--- config.mk ---
export PLATFORM = sky130hd
export DESIGN_NAME = tlc_phase_scheduler
export DESIGN_NICKNAME = d
export VERILOG_FILES = /design/src/rtl/tlc_pkg.sv /design/src/rtl/tlc_rr_pick.sv /design/src/rtl/tlc_phase_scheduler.sv
export SDC_FILE = /design/constraint.sdc
export NUM_CORES = 1
export LEC_CHECK = 0
export ABC_AREA = 1
export BUFFER_PORTS_ARGS = -buffer_cell sky130_fd_sc_hd__buf_2
export CAP_MARGIN = 20
export CORE_ASPECT_RATIO = 0.7
export CORE_UTILIZATION = 25
export CTS_CLUSTER_SIZE = 25
export DETAILED_ROUTE_END_ITERATION = 10
export PLACE_DENSITY = 0.49
export SYNTH_ARGS = -nofsm -noshare
export SYNTH_HDL_FRONTEND = slang
export SYNTH_HIERARCHICAL = 1
export SYNTH_SLANG_ARGS = --single-unit
--- constraint.sdc ---
create_clock -name clk -period 2.05 [get_ports clk]
set_input_delay 0.205 -clock clk [delete_from_list [all_inputs] [get_ports clk]]
set_output_delay 0.205 -clock clk [all_outputs]
set_load 0.01 [all_outputs]
--- src/rtl/tlc_pkg.sv ---
// Shared types and default timing for the intersection phase scheduler.
package tlc_pkg;

  typedef enum logic [1:0] {
    ALL_RED,
    GREEN,
    YELLOW
  } tlc_state_e;

  localparam int DEF_N_APPR      = 4;
  localparam int DEF_CNT_W       = 8;
  localparam int DEF_T_MIN_GREEN = 10;
  localparam int DEF_T_MAX_GREEN = 30;
  localparam int DEF_T_YELLOW    = 3;
  localparam int DEF_T_ALL_RED   = 2;

  // Index width that never collapses to zero bits.
  function automatic int idx_width(input int n);
    return (n > 1) ? $clog2(n) : 1;
  endfunction

endpackage

--- src/rtl/tlc_rr_pick.sv ---
// Round-robin selector: first pending approach after 'last', wrapping, 'last' itself lowest.
module tlc_rr_pick
  import tlc_pkg::*;
#(
  parameter int N_APPR = DEF_N_APPR
) (
  input  logic [N_APPR-1:0]                pend,
  input  logic [idx_width(N_APPR)-1:0]     last,
  output logic [idx_width(N_APPR)-1:0]     idx,
  output logic                             valid
);

  localparam int AW = idx_width(N_APPR);

  logic [AW-1:0] cand;

  always_comb begin
    idx   = '0;
    valid = 1'b0;
    cand  = '0;
    for (int k = 1; k <= N_APPR; k++) begin
      cand = AW'((int'(last) + k) % N_APPR);
      if (!valid && pend[cand]) begin
        idx   = cand;
        valid = 1'b1;
      end
    end
  end

endmodule

--- src/rtl/tlc_phase_scheduler.sv ---
// Shares one green phase among N_APPR approaches with latched demand, round-robin
// grants and min/max green, yellow and all-red clearance timing.
module tlc_phase_scheduler
  import tlc_pkg::*;
#(
  parameter int N_APPR       = DEF_N_APPR,
  parameter int CNT_W        = DEF_CNT_W,
  parameter int T_MIN_GREEN  = DEF_T_MIN_GREEN,
  parameter int T_MAX_GREEN  = DEF_T_MAX_GREEN,
  parameter int T_YELLOW     = DEF_T_YELLOW,
  parameter int T_ALL_RED    = DEF_T_ALL_RED,
  parameter int DEFAULT_APPR = 0
) (
  input  logic                          clk,
  input  logic                          rst,
  input  logic                          tick,
  input  logic [N_APPR-1:0]             req,
  output logic [N_APPR-1:0]             red,
  output logic [N_APPR-1:0]             yellow,
  output logic [N_APPR-1:0]             green,
  output logic [idx_width(N_APPR)-1:0]  active,
  output logic                          grant
);

  localparam int AW = idx_width(N_APPR);
  localparam logic [N_APPR-1:0] ONE = N_APPR'(1);

  tlc_state_e        state;
  logic [CNT_W-1:0]  cnt;
  logic [CNT_W:0]    cnt_inc;
  logic [N_APPR-1:0] pend;
  logic [N_APPR-1:0] pend_set;
  logic [N_APPR-1:0] act_mask;
  logic [N_APPR-1:0] next_mask;
  logic [AW-1:0]     rr_idx;
  logic [AW-1:0]     next_appr;
  logic              rr_valid;
  logic              other;
  logic              green_exit;

  tlc_rr_pick #(
    .N_APPR (N_APPR)
  ) u_rr_pick (
    .pend  (pend),
    .last  (active),
    .idx   (rr_idx),
    .valid (rr_valid)
  );

  assign next_appr = rr_valid ? rr_idx : AW'(DEFAULT_APPR);
  assign act_mask  = ONE << active;
  assign next_mask = ONE << next_appr;
  assign pend_set  = pend | req;
  assign other     = |(pend & ~act_mask);
  assign cnt_inc   = {1'b0, cnt} + (CNT_W+1)'(1);

  // Leave green only if someone else waits: gap-out after min green, or max-out.
  assign green_exit = other &&
                      (((cnt_inc >= (CNT_W+1)'(T_MIN_GREEN)) && !pend[active]) ||
                       (cnt_inc >= (CNT_W+1)'(T_MAX_GREEN)));

  always_ff @(posedge clk or negedge rst) begin
    if (!rst) begin
      state  <= ALL_RED;
      cnt    <= '0;
      pend   <= '0;
      active <= AW'(DEFAULT_APPR);
      red    <= '1;
      yellow <= '0;
      green  <= '0;
      grant  <= 1'b0;
    end else begin
      grant <= 1'b0;
      pend  <= pend_set;
      if (tick) begin
        cnt <= (cnt == CNT_W'(T_MAX_GREEN)) ? cnt : cnt_inc[CNT_W-1:0];
        unique case (state)
          ALL_RED: begin
            if (cnt == CNT_W'(T_ALL_RED - 1)) begin
              state  <= GREEN;
              cnt    <= '0;
              active <= next_appr;
              grant  <= 1'b1;
              pend   <= pend_set & ~next_mask;
              red    <= ~next_mask;
              yellow <= '0;
              green  <= next_mask;
            end
          end
          GREEN: begin
            if (green_exit) begin
              state  <= YELLOW;
              cnt    <= '0;
              red    <= ~act_mask;
              yellow <= act_mask;
              green  <= '0;
            end
          end
          YELLOW: begin
            if (cnt == CNT_W'(T_YELLOW - 1)) begin
              state  <= ALL_RED;
              cnt    <= '0;
              red    <= '1;
              yellow <= '0;
              green  <= '0;
            end
          end
          default: begin
            state  <= ALL_RED;
            cnt    <= '0;
            red    <= '1;
            yellow <= '0;
            green  <= '0;
          end
        endcase
      end
    end
  end

endmodule

==> results by group <==
Routing
  • Vias: 2034
  • DRC viols: 0
  • Final wirelength: 5.69 mm
  • Iteration-0 DRC Markers: ~190
  • Pre-antenna DRT Iters: 4
  • Avg WL per Cell: 13.2 um
  • Routed Antenna Nets: 0
  • Vias per cell: 4.72

Global routing
  • Most crowded layer after global routing: met1
  • Total congestion overflow: 0
  • First-pass GRT wire length: 9.00 mm
  • Vias in the first global route: 1760
  • GRT Util Overall: 14.2%
  • Met1 usage: 22.6%
  • Met2 usage: 17.8%
  • GR met3 Demand/Resource: 4.45%
  • Pin count of the biggest net entering global routing: 30
  • Initial antenna violation count: 0

STA
  • Fin crit share: between 90 and 100%
  • Slew Limit Fails: 0
  • RSZ-0062 raised after global routing: yes
  • Setup tns final: 0 ns
  • Final setup viols: 0
  • Fmax: ~0.52 GHz
  • Crit path time final: approximately 1.9 ns
  • Min Hold Slack: 0.175 ns
  • Slew margin rel.: 54.0%
  • Post-Route Skew: 0.00321 ns
  • Slew @ Worst Pin: just under 0.7 ns
  • Final Hold Viols: 0

Synth
  • Synth warn: 6
  • Xor-xnor portion of the synthesized cell area: 0%
  • List of most frequent post-synthesis cells: nand2_1 (97), inv_1 (27), nor2_1 (27)
  • Largest family of logic cells by synthesized area: simple AND/OR/NAND/NOR gates
  • Yosys cell types: 26
  • Cells after Synth: 286
  • Simple-gate portion of the synthesized area: ~45%
  • Count leader, synth: nand2_1
  • Synth Area per Inst: between 6 and 7 sq um
  • Seq cells post-synth: 29
  • Asr flop ratio synth: 100%
  • Compound-Gate Fraction of Synth Area: under 10%
  • Area leader, netlist: dfrtp_1
  • Post-synthesis mux area share: 0%
  • Ys flop type: dfrtp_1
  • Post-synth EDFFs: 0
  • Mapped Area: just under 2000 sq um
  • Area contributors post-synth: dfrtp_1 (32%), nand2_1 (19%), nand4_1 (6.4%)
  • Seq/Total Area, Yosys: 37.3%
  • Mapped Nets: slightly below 300
  • Post-Synth Adder-Cell Area: 1.92%
  • Synth top area share: 32.0%

Clocking
  • Reg clk slew, reported paths: ~0.070 ns
  • H-Tree Level Count: 2
  • Clk_lat worst skew: 0.28 ns
  • CTS tree: yes
  • TritonCTS Buffers: 5
  • Clock Tree Buf Depth: 2
  • Clock Sinks: 29
  • Clock root buffer: clkbuf_8

Setup path
  • Startpoint types: flip-flop
  • Crit Reg-Reg Startpoint: active[1]
  • Reg2reg end: green[1]
  • Worst Reg2Reg Path Length in Cells: 13
  • Crit-path cells: buf_4 > nand2_1 > nand2_2 > nand2_2 > nand2_4 > nor2_8 > nand4_1 > nand3_1 > nand2_2 > nor3_2 > buf_4 > nand4_1 > nand2_1
  • Endpoint class of the critical path: flip-flop
  • WP data required: 2.27 ns
  • Worst path arrival time: 2.14 ns
  • Slowest-stage cell, CP: dfrtp_2
  • Worst path max stage delay: 0.46 ns
  • Setup CP Type: flip-flop to flip-flop
  • Most used cell, CP: nand2_2
  • R2R setup slack: 0.13 ns
  • CP Max Fanout: 6

Floorplanning
  • Site Rows: 26
  • Core area: between 7000 and 8000 sq um
  • I/O pins: 22
  • Die H: 76.0 um
  • Starting Density: 26.3%
  • Total die area: 8190 sq um
  • Die width: 108 um

Pwr
  • Power density cells: around 1600 nW/um^2
  • Worst vdd ir: between 400 and 500 uV
  • Leak: roughly 0.0013 uW

Layout
  • Fin nets: 342
  • Final Core Density: a little over a third
  • Cell Count, Final, Fillers Out: ~430
  • Filler instances: 791
  • N_diodes: 0
  • Final instance area: 2590 sq um
  • Area growth syn-to-layout: 32.6%
  • Share of layout cells above drive strength 1: 30.0%
  • Storage cell area: approximately 730 sq um
  • Multi-input gate area: 1190 sq um

Flow run
  • Max Cap Viol: 0

Worst hold path
  • Hold depth: 3
  • Min-Delay Endpoint: pend[0]
  • Hold path startpoint: req[0]
  • Worst hold path type: input pin to flip-flop

Place
  • Placed inst area: 2270 sq um
  • DP Cell Count: 415
  • IO Port Bufs: 21
  • Final HPWL DP: 4.06 mm
  • Placer Congestion: 0.859

Status
  • Status: completed
per-layer routing:
metal  part of all wire (%)  wire [um]
met2                     38       2180
met5                      0          0
met3                    6.9        392
met4                   0.77         44
met1                     54       3070
registers in the layout, summed over array words and instances (netlist names):
signal,flops
active,2
pend,4
red,4
state,2
cnt,8
yellow,4
grant,1
green,4
timing repair:
action | CTS | global route
gates cloned | 0 | 2
setup endpoints to repair | 1 | 26
resized for setup | 1 | 34
hold buffers | 1 | 0
buffers inserted | 0 | 5
hold endpoints to repair | 25 | 0
pin swaps | 0 | 14
area by class of cell:
type	count	area share, %
clock buffer	7	3.33
clock inverter	1	1.16
inverter	29	4.29
multi-input combinational	222	46.0
sequential	29	28.3
tap	98	4.73
timing repair buffer	45	12.2
through the flow:
stage | setup WS, ns | total power [uW]
after global routing | -0.0197 | 4620
after CTS | 0.00258 | 3780
after detailed placement | 0.00124 | 3110
after global placement | 0.0704 | 3120
after floorplan | 0.117 | 2420
final | 0.133 | 4260
how the worst max path moves through the flow:
stage                    from        to  slack [ns]
floorplan           active[0]    red[3]        0.12
global placement    active[0]    red[1]        0.07
detailed placement  active[0]    red[2]       0.001
CTS                 active[0]    red[1]       0.003
global route        active[1]    red[3]       -0.02
finish              active[1]  green[1]        0.13
layout by cell type, fill, tap and decap left out, types with 2 or more instances in the layout:
cell type   n
nand3_1    20
nor2_1     25
dfrtp_1    22
nand2_4     4
clkbuf_8    6
ha_2        2
inv_1      23
nand2_1    91
buf_4      20
nand4_1    20
nor3_1      2
o21ai_2     2
nor2_2      4
inv_2       5
nor3_2      3
a21oi_1    14
dfstp_2     4
buf_2      21
nand3_2     4
dfrtp_2     3
nand3_4     2
o21ai_0    12
nand2_2    10
power by group:
part / internal, uW / switching, uW / leakage (uW) / total [uW]
sequential: 792 / 201 / 0.000356 / 992
clock: 396 / 225 / 0.0000585 / 621
combinational: 1050 / 1600 / 0.000895 / 2650
logic make-up after synthesis:
logic type,count (synthesis)
and+or+nand+nor,187
buffers and inverters,36
AOI/OAI and AO/OA,31
DFF,29
adders and majority gates,3
worst max-delay path, delay by kind of cell (launching register included):
family | cells | cell delay, ns
simple gates | 11 | 1.09
buf+inv | 2 | 0.30
flops | 1 | 0.46
Power figures use the tool's default switching activity.
